<file path="src/rtl/trace_pkg.sv">
// Shared types for the retirement trace: record layout, decode class and
// the valid-tagged stage slot used by the pipeline shadow.
package trace_pkg;

    typedef enum logic [1:0] {
        CLS_NONE = 2'b00,
        CLS_R    = 2'b01,
        CLS_I    = 2'b10,
        CLS_J    = 2'b11
    } instr_class_e;

    typedef struct packed {
        logic [31:0]  pc;
        logic [31:0]  instr;
        instr_class_e cls;
        logic [4:0]   rs;
        logic [4:0]   rt;
        logic [4:0]   rd;
        logic [31:0]  rs_val;
        logic [31:0]  rt_val;
        logic [31:0]  dest_val;
    } trace_rec_t;

    typedef struct packed {
        logic       valid;
        trace_rec_t rec;
    } stage_slot_t;

    // An ambiguous decode (zero or several flags) is recorded as no class.
    function automatic instr_class_e encode_class(input logic r, input logic i, input logic j);
        case ({r, i, j})
            3'b100:  return CLS_R;
            3'b010:  return CLS_I;
            3'b001:  return CLS_J;
            default: return CLS_NONE;
        endcase
    endfunction

endpackage

</file>
<file path="src/rtl/trace_fifo.sv">
// Record FIFO with a valid/ready head. A push while full is accepted only
// when the head is popped on the same edge; otherwise the caller sees a drop.
module trace_fifo
    import trace_pkg::*;
#(
    parameter int DEPTH = 4
) (
    input  logic                   clk,
    input  logic                   reset,
    input  logic                   push,
    input  trace_rec_t             push_data,
    input  logic                   pop_ready,
    output logic                   head_valid,
    output trace_rec_t             head_data,
    output logic                   full,
    output logic [$clog2(DEPTH):0] level
);

    localparam int AW = $clog2(DEPTH);
    localparam int LW = AW + 1;

    trace_rec_t     mem [DEPTH];
    logic [AW-1:0]  wr_ptr;
    logic [AW-1:0]  rd_ptr;
    logic [LW-1:0]  count;
    logic           pop;
    logic           do_push;

    assign head_valid = (count != '0);
    assign full       = (count == LW'(DEPTH));
    assign pop        = head_valid && pop_ready;
    assign do_push    = push && (!full || pop);
    assign level      = count;
    assign head_data  = head_valid ? mem[rd_ptr] : '0;

    // NOTE: state registers use non-blocking assignments so every flop samples pre-edge values.
    always_ff @(posedge clk) begin
        if (reset) begin
            wr_ptr <= '0;
            rd_ptr <= '0;
            count  <= '0;
        end else begin
            if (do_push) wr_ptr <= wr_ptr + 1'b1;
            if (pop)     rd_ptr <= rd_ptr + 1'b1;
            case ({do_push, pop})
                2'b10:   count <= count + 1'b1;
                2'b01:   count <= count - 1'b1;
                default: ;
            endcase
        end
    end

    // NOTE: storage is not reset; the count gates visibility and the head is forced to zero when empty.
    always_ff @(posedge clk) begin
        if (do_push) mem[wr_ptr] <= push_data;
    end

endmodule

</file>
<file path="src/rtl/retire_trace_gen.sv">
// Shadows the 5-stage pipeline with valid-tagged slots and emits one trace
// record per retired instruction through a small FIFO.
module retire_trace_gen
    import trace_pkg::*;
#(
    parameter int DEPTH = 4,
    parameter int CNT_W = 16
) (
    input  logic                   clk,
    input  logic                   reset,
    input  logic                   fetch_valid,
    input  logic [31:0]            pc_fetch,
    input  logic [31:0]            instr_fetch,
    input  logic                   stall,
    input  logic                   flush,
    input  logic                   is_r_type_iss,
    input  logic                   is_i_type_iss,
    input  logic                   is_j_type_iss,
    input  logic [4:0]             rs_iss,
    input  logic [4:0]             rt_iss,
    input  logic [4:0]             rd_iss,
    input  logic [31:0]            rs_val_ex,
    input  logic [31:0]            rt_val_ex,
    input  logic                   instr_retired_wb,
    input  logic                   reg_wr_wb,
    input  logic [31:0]            wr_data_wb,
    output logic                   trace_valid,
    input  logic                   trace_ready,
    output logic [31:0]            trace_pc,
    output logic [31:0]            trace_instr,
    output logic [1:0]             trace_type,
    output logic [4:0]             trace_rs,
    output logic [4:0]             trace_rt,
    output logic [4:0]             trace_rd,
    output logic [31:0]            trace_rs_val,
    output logic [31:0]            trace_rt_val,
    output logic [31:0]            trace_dest_val,
    output logic                   trace_overflow,
    output logic                   trace_proto_err,
    output logic [CNT_W-1:0]       drop_count,
    output logic [$clog2(DEPTH):0] fifo_level
);

    stage_slot_t iss_q, ex_q, mem_q, wb_q;
    stage_slot_t iss_d, ex_d, mem_d, wb_d;
    trace_rec_t  push_rec, head_rec;
    logic        push, pop, full, dropped;

    assign push    = instr_retired_wb && wb_q.valid;
    assign pop     = trace_valid && trace_ready;
    assign dropped = push && full && !pop;

    // NOTE: every always_comb output gets a default first so no path infers a latch.
    always_comb begin
        iss_d = iss_q;
        ex_d  = ex_q;
        mem_d = mem_q;
        wb_d  = wb_q;
        push_rec          = wb_q.rec;
        push_rec.dest_val = reg_wr_wb ? wr_data_wb : '0;
        if (!stall) begin
            iss_d           = '0;
            iss_d.valid     = fetch_valid;
            iss_d.rec.pc    = pc_fetch;
            iss_d.rec.instr = instr_fetch;
            ex_d            = iss_q;
            ex_d.rec.cls    = encode_class(is_r_type_iss, is_i_type_iss, is_j_type_iss);
            ex_d.rec.rs     = rs_iss;
            ex_d.rec.rt     = rt_iss;
            ex_d.rec.rd     = rd_iss;
            mem_d            = ex_q;
            mem_d.rec.rs_val = rs_val_ex;
            mem_d.rec.rt_val = rt_val_ex;
            wb_d             = mem_q;
        end else if (push) begin
            // A retired slot must not be recorded twice while the pipe is held.
            wb_d.valid = 1'b0;
        end
        if (flush) begin
            iss_d.valid = 1'b0;
            ex_d.valid  = 1'b0;
        end
    end

    always_ff @(posedge clk) begin
        if (reset) begin
            iss_q           <= '0;
            ex_q            <= '0;
            mem_q           <= '0;
            wb_q            <= '0;
            trace_overflow  <= 1'b0;
            trace_proto_err <= 1'b0;
            drop_count      <= '0;
        end else begin
            iss_q <= iss_d;
            ex_q  <= ex_d;
            mem_q <= mem_d;
            wb_q  <= wb_d;
            if (instr_retired_wb && !wb_q.valid) trace_proto_err <= 1'b1;
            if (dropped) begin
                trace_overflow <= 1'b1;
                if (drop_count != {CNT_W{1'b1}}) drop_count <= drop_count + 1'b1;
            end
        end
    end

    trace_fifo #(
        .DEPTH(DEPTH)
    ) u_fifo (
        .clk       (clk),
        .reset     (reset),
        .push      (push),
        .push_data (push_rec),
        .pop_ready (trace_ready),
        .head_valid(trace_valid),
        .head_data (head_rec),
        .full      (full),
        .level     (fifo_level)
    );

    assign trace_pc       = head_rec.pc;
    assign trace_instr    = head_rec.instr;
    assign trace_type     = head_rec.cls;
    assign trace_rs       = head_rec.rs;
    assign trace_rt       = head_rec.rt;
    assign trace_rd       = head_rec.rd;
    assign trace_rs_val   = head_rec.rs_val;
    assign trace_rt_val   = head_rec.rt_val;
    assign trace_dest_val = head_rec.dest_val;

endmodule

</file>
<file path="config.mk">
export PLATFORM = sky130hd
export DESIGN_NAME = retire_trace_gen
export DESIGN_NICKNAME = d
export VERILOG_FILES = /design/src/rtl/trace_pkg.sv /design/src/rtl/trace_fifo.sv /design/src/rtl/retire_trace_gen.sv
export SDC_FILE = /design/constraint.sdc
export NUM_CORES = 1
export LEC_CHECK = 0
export ABC_AREA = 1
export BUFFER_PORTS_ARGS = -buffer_cell sky130_fd_sc_hd__buf_2
export CAP_MARGIN = 15
export CORE_UTILIZATION = 63
export CTS_CLUSTER_SIZE = 40
export DETAILED_ROUTE_END_ITERATION = 8
export PLACE_DENSITY = 0.91
export SYNTH_ARGS = -nofsm -noshare
export SYNTH_HDL_FRONTEND = slang
export SYNTH_SLANG_ARGS = --single-unit
</file>
<file path="constraint.sdc">
create_clock -name clk -period 23.4 [get_ports clk]
set_clock_uncertainty 0.2 [all_clocks]
set_input_delay 2.34 -clock clk [delete_from_list [all_inputs] [get_ports clk]]
set_output_delay 2.34 -clock clk [all_outputs]
set_load 0.005 [all_outputs]
</file>
======== Word-level counts from Yosys, hierarchy flattened ========
Memories as Yosys holds them, arrays and structs flattened. A register that Yosys moved wholly into a read port is not among the register bits.
Index checks and enable logic that the tools add are counted.
storage, ports and cells
  register bits after elaboration ......... 464
  RAM bits ................................ 708
  input port bits ......................... 186
  output and inout port bits .............. 199
  logic and storage cells ................. 72
  memories ................................ 1
cells by class
  $add $sub $neg .......................... 5
  eq/ne operators ......................... 8
  muxes and demuxes ....................... 10
  reductions and logical operators ........ 14
memories
  name        depth  width  read ports  clocked after memory_dff  write ports  RTL line          RTL
  u_fifo.mem  4      177    1           1                         1            trace_fifo.sv:22  trace_rec_t mem [DEPTH];
operator list
  cell                                               count
  2-to-1 mux 177 bit                                 1
  2-to-1 mux 32 bit                                  1
  adder 16 x 1 -> 16 bit (second input constant)     1
  != test 16 bit (second input constant)             1
  == test 3 bit (second input constant)              2
  logical AND 1 bit                                  6
  one-hot mux 2 bit (3 select lines)                 1
  one-hot mux 3 bit (2 select lines)                 1
  adder 2 x 1 -> 2 bit (second input constant)       2
  2-to-1 mux 1 bit                                   4
  2-to-1 mux 2 bit                                   2
  adder 3 x 1 -> 3 bit (second input constant)       1
  == test 3 x 1 -> 1 bit (second input constant)     1
  == test 3 x 2 -> 1 bit (second input constant)     1
  logical NOT 1 bit                                  3
  nonzero test 3 bit                                 1
  subtractor 3 x 1 -> 3 bit (second input constant)  1
  == test 2 x 1 -> 1 bit (second input constant)     1
  == test 2 bit (second input constant)              1
  != test 2 x 1 -> 1 bit (second input constant)     1
  AND reduction 2 bit                                1
  nonzero test 2 bit                                 1
  OR reduction 2 bit                                 1
  logical OR 1 bit                                   1

======== Longest topological paths before layout ========
Gate-level depths: netlist (run 1).
  word-level depth ........................ 6
  gate-level depth with buffers ........... 11
  depth with buffers taken out ............ 11

======== Modules after synthesis ========
A second synthesis (run 1) with hierarchy kept.
unflattened totals
  cell total of the unflattened synthesis .. 4280
  area, all modules ....................... 44123.6 µm²
modules (own cells, without submodules)
  module            instances  cells an instance  area an instance (µm²)  seq. area each (µm²)
  trace_fifo        1          2152               27741.6                 21440.6
  retire_trace_gen  1          2128               16382.0                 9148.8

======== Worst setup path after synthesis (run 1) ========
OpenSTA, ideal clock, no wires.
  kind .................................... input-to-reg
  from .................................... in instr_retired_wb
  to ...................................... mem u_fifo.mem[0][0] in the netlist's numbering, enable pin
  setup time .............................. 0.717 ns
  data arrival time ....................... 9.977 ns
  data required time ...................... 22.483 ns
  slack ................................... 12.505 ns
  stages on the path ...................... 4
  buffers on the path ..................... 0
  path through ............................ nand2_1 -> inv_1 -> nand2_1 -> nor2_1
between the ends
  word-level cells in the longest chain between the ends .. 4
ends and longest elaborated chain
  element                                 RTL line                RTL
  start, declared                         retire_trace_gen.sv:24  input logic instr_retired_wb,
  logical AND 1 bit                       retire_trace_gen.sv:49  assign push = instr_retired_wb && wb_q.valid;
  logical AND 1 bit                       trace_fifo.sv:32        assign do_push = push && (!full || pop);
  2-to-1 mux 1 bit                        trace_fifo.sv:55        if (do_push) mem[wr_ptr] <= push_data;
  2-to-1 mux 1 bit (not written as such)  trace_fifo.sv:55
  end, declared                           trace_fifo.sv:22
No other way between the ends.

==> results of run 1 <==
-- critical path, delay by kind of cell (launching register included) --
family          cells  cell delay [ns]
compound gates      2             0.35
buf+inv             3             1.83
flops               1             0.98
simple gates        2             0.29
-- metrics by stage --
stage	cell area (sq um)	setup WS, ns
after floorplan	44000	12.51
after global placement	46000	17.47
after detailed placement	46000	17.33
after CTS	49700	16.57
after global routing	49700	16.30
final	49700	16.51
-- per-layer routing --
metal	part of all wire (%)	up-vias	GRT usage, %
li1	-	14900	-
met1	38	15200	36.2
met2	50	1605	49.4
met3	8.0	274	5.20
met4	4.4	0	15.4
met5	0	-	0
-- sequential cells by signal (all words and copies together), names as in the netlist, named ones only --
| signal | cells |
|---|---|
| push_rec | 145 |
| mem_q | 146 |
| wb_q | 1 |
| u_fifo.level | 3 |
| trace_proto_err | 1 |
| u_fifo.wr_ptr | 2 |
| ex_q | 82 |
| u_fifo.rd_ptr | 2 |
| u_fifo.mem | 708 |
| drop_count | 16 |
| iss_q | 65 |
| trace_overflow | 1 |
-- worst max-delay path by stage --
| stage | startpoint | endpoint | slack, ns | depth (start not counted) |
|---|---|---|---|---|
| after floorplan | instr_retired_wb | u_fifo.mem[0][0]$_DFFE_PP_ | 12.51 | 4 |
| after global placement | register | trace_rs[3] | 17.47 | 7 |
| after detailed placement | register | trace_instr[2] | 17.33 | 7 |
| after CTS | register | trace_instr[6] | 16.57 | 7 |
| after global routing | register | trace_instr[4] | 16.30 | 7 |
| final | register | trace_rt_val[6] | 16.51 | 7 |
-- logic make-up (layout without fill, tap and decap cells) --
kind of cell / count (synthesis) / in the layout
AO/OA/AOI/OAI: 1007 / 1007
adder cells (fa/ha/maj): 7 / 7
buffers and inverters: 352 / 685
AND/OR/NAND/NOR: 1738 / 1738
flip-flops: 1174 / 1174
XOR/XNOR: 2 / 2
other: 0 / 6
-- cell usage in the layout (no fill, tap or decap), types with 2 or more instances in the layout --
master      netlist  routed
inv_1            60      60
inv_6             0       3
clkbuf_16         0     115
clkinv_4          0       2
clkinvlp_4        0       3
nand4_1           3       3
buf_2            91     383
nor2_1         1625    1621
nand2_1          90      90
bufinv_16         0       8
buf_4            31      26
clkinv_1          1      16
or2_2             2       2
o21ai_0         656     656
ha_1              6       6
clkbuf_8          0      22
a21oi_1         203     203
nor2_4            0       4
diode_2           0       6
edfxtp_1        708     708
clkinv_2          0      17
dfxtp_1         466     464
nor2_2            2       2
nand3_1          13      13
clkbuf_1        148      21
dfxtp_4           0       2
buf_12            0       2
inv_8             0       3
o21ai_1         146     146
-- final cells by class --
class                   count  area (sq um)
flip-flops and latches   1174         30600
fillers                  4303         19100
multi-input cells        2754         11800
clock buffers             158          3260
repair buffers            412          2170
well taps                 931          1160
clock inverters            50           477
inverters                  65           277
diodes                      6          15.0
-- power breakdown --
part	switching, mW	internal [mW]	total (mW)	leakage (nW)
registers	0.0400	2.24	2.28	10.4
logic	0.131	0.0626	0.193	7.18
clock network	0.750	1.06	1.81	1.84
==> impl_results.md, run 1 <==
- Critical Path Max Stage Delay: 0.98 ns
- Worst-path clk slew: 0.06 ns
- DRC violations left: 0
- Post-synthesis mux area share: 0%
- CTS max path bufs: 3
- Status: finished clean
- Hold Fails Final Rpt: 0
- Post-synth EDFFs: 708
- H-tree depth: 3
- Post-CTS sizing: 0
- Placed Cells: 5336
- Core area: 0.0688 sq mm
- Setup Fix Bufs, Post-CTS: 0
- Simple-Gate Fraction of Synth Area: 14.9%
- Drt first pass iters: 6
- Compound-cell area share of the yosys netlist: 11.5%
- Largest net degree at the start of global routing: 240
- Slew margin rel.: 14.9%
- Leak: 19.4 nW
- CP startpoint kind: register
- HP Start: iss_q[177]$_SDFFE_PP0N_
- Crit-path max FO: 108
- R2r worst-path depth: 7
- Gr usage total: 29.3%
- Main synth FF type: edfxtp_1
- Fmax: 145 MHz
- Final ANT Viol Nets: 0
- Overflow after GRT: 0
- Capture point of the worst reg-to-reg path: u_fifo.mem[0][20]$_DFFE_PP_
- CTS tree: yes
- Vias after detailed routing: 32000
- Layout cell share with drive strength beyond 1: 13.0%
- Final period util: 29.5%
- Placer Congestion: 0.824
- Syn_nets: 4473
- Seq cells post-synth: 1174
- Post-Synth XOR/XNOR Area: 0.0399%
- Largest family of logic cells by synthesized area: simple AND/OR/NAND/NOR gates
- Vias per cell: 5.76
- Layout Cells excl Fill: 5550
- Final layout net count: 4711
- Setup TNS Final: 0 ns
- Post-synth top area share: 48.4%
- WL/cell: 19.1 microns
- Max Cap Viol: 0
- Antenna violations before repair: 7
- Die area: 0.0708 sq mm
- Minimum clock period: 6.89 ns
- Worst reg2reg startpoint: u_fifo.level[2]$_SDFFE_PP0P_
- Avg Cell Area, Syn: 10.3 sq um
- R2R Setup Slk: 19.42 ns
- Hold Path Sink: iss_q[177]$_SDFFE_PP0N_
- RSZ-0062 raised after global routing: no
- Num rows: 96
- Sequential-to-total area share from yosys stat: 69.6%
- Die Y: 266 microns
- Synth warn: 0
- CP Capture Type: output pin
- Chip width: 266 microns
- Worst Path Class, Setup: reg -> out
- Initial detailed-routing violation count: 3707
- I/O Buffers: 384
- Power density over cell area: 86.2 mW/mm^2
- Hold path cells: 2
- Distinct cells, synth: 29
- CP max-delay cell: dfxtp_4
- First-pass GRT wire length: 163 mm
- Total CTS buffers: 111
- Worst-Skew Late Latency: 0.66 ns
- Post-synth top cells: nor2_1 (1625), edfxtp_1 (708), o21ai_0 (656)
- Area Overhead vs Synth: 13.1%
- Worst EP arrival: 4.35 ns
- Crit path cell chain: buf_4 -> buf_4 -> nor2_1 -> nor2_1 -> o21ai_0 -> a21oi_1 -> buf_2
- Req. time, crit path: 20.86 ns
- Final Core Density: 72.2%
- Vias in the first global route: 31000
- Largest cells by area after synthesis: edfxtp_1 (48%), dfxtp_1 (21%), nor2_1 (14%)
- Final setup violating endpoints: 0
- Drt total wl: 106 mm
- Power Total: 4.28 mW
- Hold Crit Class: reg -> reg
- Adder-cell share of the synthesized area: 0.216%
- Cell with the most instances after synthesis: nor2_1
- I/O pins: 385
- Hold_buf cts: 0
- Root Buffer: clkbuf_16
- Ys async rst share: 0%
- Starting Density: 63.9%
- VDD IR max: 0.0728 mV
- Synth area leader: edfxtp_1
- Least-Margin Pin Slew: 1.28 ns
- Gate Count Post-Synth: 4280
- Hold slack: 0.263 ns
- Post-synthesis cell area: 0.0440 sq mm
- Clock sink total: 1174
- Max-slew violations: 0
- Hpwl dp: 56.7 mm
Power figures use the tool's default switching activity.
==> run 2: changes to the inputs <==
--- a/config.mk
+++ b/config.mk
@@ -5,13 +5,13 @@
 export SDC_FILE = /design/constraint.sdc
 export NUM_CORES = 1
 export LEC_CHECK = 0
-export ABC_AREA = 1
+export ABC_AREA = 0
 export BUFFER_PORTS_ARGS = -buffer_cell sky130_fd_sc_hd__buf_2
 export CAP_MARGIN = 15
-export CORE_UTILIZATION = 63
+export CORE_UTILIZATION = 59
 export CTS_CLUSTER_SIZE = 40
 export DETAILED_ROUTE_END_ITERATION = 8
-export PLACE_DENSITY = 0.91
+export PLACE_DENSITY = 0.86
 export SYNTH_ARGS = -nofsm -noshare
 export SYNTH_HDL_FRONTEND = slang
 export SYNTH_SLANG_ARGS = --single-unit
==> constraint.sdc (replaced) <==
create_clock -name clk -period 6.7 [get_ports clk]
set_clock_uncertainty 0.2 [all_clocks]
set_input_delay 0.67 -clock clk [delete_from_list [all_inputs] [get_ports clk]]
set_output_delay 0.67 -clock clk [all_outputs]
set_load 0.005 [all_outputs]
==> run 2 against run 1 <==
Net effect: register-to-register slack worse by 16 ns; via count decreased by 26%; clock power increased to 3.4 times the previous value; final area rose by 0.58%; sequential power grew to 3.4 times the previous value; critical endpoint is now trace_instr[0]; global-route usage is 5.5 points lower; worst hold slack worse by 0.23 ns; sequential share of layout area decreased by 0.35 points; synthesized area shrank 0.98%; largest cell class unchanged; critical path depth shrank 3; utilization shrank 3.7 points; cell count down 25%.
==> impl_results.md, run 2 <==
- Ys async rst share: 0%
- First-pass GRT wire length: 137 mm
- Post-CTS sizing: 0
- Pint: 11.4 mW
- Sw Share: 20.2%
- Multi-input logic area: 0.0122 sq mm
- Drt first pass iters: 5
- Hpwl dp: 52.6 mm
- Clock sink total: 1174
- CP top delay family: flip-flops
- Distinct cells, synth: 44
- Sequential-to-total area share from yosys stat: 70.3%
- Gate Count Post-Synth: 2738
- Antenna violations before repair: 9
- Crit-path max FO: 79
- Vias after detailed routing: 23800
- WL/cell: 21.5 microns
- Status: finished clean
- Post-synth top cells: edfxtp_1 (708), dfxtp_1 (466), nor2_1 (454)
- Placer Congestion: 0.768
- Area Overhead vs Synth: 14.9%
- H-tree depth: 3
- Largest cells by area after synthesis: edfxtp_1 (49%), dfxtp_1 (21%), mux2i_1 (10%)
- Main synth FF type: edfxtp_1
- Root Buffer: clkbuf_16
- Synth area leader: edfxtp_1
- Fillers: 4611
- Worst EP arrival: 3.33 ns
- RSZ-0062 raised after global routing: no
- R2r worst-path depth: 3
- Hold path cells: 3
- Largest net degree at the start of global routing: 173
- Clock power share: 43.0%
- Post-synth EDFFs: 708
- Vias in the first global route: 24600
- Layout Cells excl Fill: 4157
- Number of cells on the critical path: 4
- CTS max path bufs: 3
- Worst-Skew Late Latency: 0.66 ns
- Hold_buf cts: 7
- Num rows: 99
- Starting Density: 59.6%
- Least-Margin Pin Slew: 1.15 ns
- Power density over cell area: 286 mW/mm^2
- Overflow after GRT: 0
- Leak: 19.4 nW
- Gr usage total: 23.8%
- Reg with most FFs: u_fifo.mem
- DRC violations left: 0
- Final layout net count: 3285
- Seq. cell area: 0.0306 sq mm
- VDD IR max: 0.266 mV
- Commonest cells after routing, fill and taps aside: edfxtp_1 (708), dfxtp_1 (464), nor2_1 (454), mux2i_1 (437), buf_2 (382)
- Setup TNS Final: 0 ns
- Final period util: 62.8%
- Commonest non-fill, non-tap cell in the layout: edfxtp_1
- CP Buf/Inv Count: 2
- Die Y: 274 microns
- Avg Cell Area, Syn: 15.9 sq um
- Die area: 0.0749 sq mm
- Hold Fails Final Rpt: 0
- CP startpoint kind: register
- Total CTS buffers: 111
- Worst Path Class, Setup: reg -> out
- Max Cap Viol: 0
- Flip-flop count of the largest register after layout: 708
- CP Capture Type: output pin
- Core area: 0.0730 sq mm
- Layout cell share with drive strength beyond 1: 23.9%
- I/O pins: 385
- I/O Buffers: 384
- Chip width: 274 microns
- Drt total wl: 89.4 mm
- Setup Fix Bufs, Post-CTS: 0
- Final ANT Viol Nets: 0
- Sequential Power Share: 54.2%
- Hold Crit Class: in -> reg
- Final setup violating endpoints: 0
- Placed Cells: 3931
- Max-slew violations: 0
- Req. time, crit path: 5.83 ns
- Worst-path clk slew: 0.06 ns
- Critical Path Max Stage Delay: 1.05 ns
- Post-synthesis cell area: 0.0435 sq mm
- Post-synth top area share: 48.9%
- Crit path cell chain: buf_12 -> mux4_2 -> and2_1 -> buf_2
- Net Switching: 2.89 mW
- Vias per cell: 5.72
- Initial detailed-routing violation count: 1982
- Syn_nets: 2931
- Synth warn: 0
- Slew margin rel.: 23.4%
- Minimum clock period: 4.20 ns
- Fmax: 238 MHz
- CTS tree: yes
- CP max-delay cell: dfxtp_4
- Seq cells post-synth: 1174
- Power share of the combinational group: 2.8%
- Cell with the most instances after synthesis: edfxtp_1
==> run 2: changes by cell type in the layout (fill, tap and decap cells not counted), moves of 50 or more <==
cell / change
nor2_1: -1167
o21ai_0: -654
mux2i_1: +437
and2_1: +212
a21oi_1: -187
mux4_2: +177
o21ai_1: -146
nand2_1: -87
inv_1: -50
==> run 2: path summary, 6_finish.rpt <==
kind                                   to                    startpoint  slack (ns)
max                        trace_instr[0]                      register        2.50
max reg2reg  u_fifo.mem[1][154]$_DFFE_PP_  u_fifo.level[0]$_SDFFE_PP0P_        3.54
min reg2reg  trace_proto_err$_SDFFE_PP0P_  trace_proto_err$_SDFFE_PP0P_        0.28
min               iss_q[157]$_SDFFE_PP0N_                  pc_fetch[12]        0.03
==> run 2: logic make-up (layout without fill, tap and decap cells) <==
group	count (synthesis)	in the layout	synth area share, %
AO/OA/AOI/OAI	31	31	0.437
XOR/XNOR	7	7	0.141
adder cells (fa/ha/maj)	7	7	0.219
buffers and inverters	176	629	1.68
flip-flops	1174	1174	70.3
multiplexers	621	621	19.4
other	0	7	0
AND/OR/NAND/NOR	722	722	7.84
==> run 2: routing by layer <==
layer	up-vias	routed length, microns	share of wire (%)	global-route usage [%]
met2	814	45100	50	40.3
met5	-	13	0.015	0
met3	173	5140	5.8	3.93
li1	10800	-	-	-
met1	12000	36400	41	31.0
met4	2	2740	3.1	9.39
==> run 2: layout make-up <==
type | instances | share of cell area (%)
tap | 959 | 2.40
clock inverter | 54 | 1.00
multi-input combinational | 1388 | 24.4
timing repair buffer | 407 | 4.54
inverter | 10 | 0.0751
sequential | 1174 | 61.2
clock buffer | 158 | 6.31
antenna | 7 | 0.0350
==> run 2: power by group through the flow <==
stage                     logic (mW)  clock network (mW)  registers (mW)
after floorplan                0.271                   0            7.89
after detailed placement       0.391                   0            7.92
final                          0.396                6.17            7.76
after global placement         0.375                   0            7.91
after global routing           0.432                6.56            7.77
after CTS                      0.399                6.26            7.76
==> run 2: through the flow <==
step	hold slack (ns)	power [mW]	util, %	instance area (sq um)	worst slack (ns)
floorplan	0.246	8.16	-	43500	0.716
global placement	0.249	8.28	63.4	46300	3.10
detailed placement	0.260	8.31	63.4	46300	3.08
CTS	0.00166	14.4	68.5	50000	2.36
global route	0.0182	14.8	68.5	50000	2.24
finish	0.0343	14.3	68.5	50000	2.50
==> run 2: worst min-delay path: stages <==
cell,delay [ns]
buf_2,0.08
mux2i_1,0.05
nor2_1,0.07
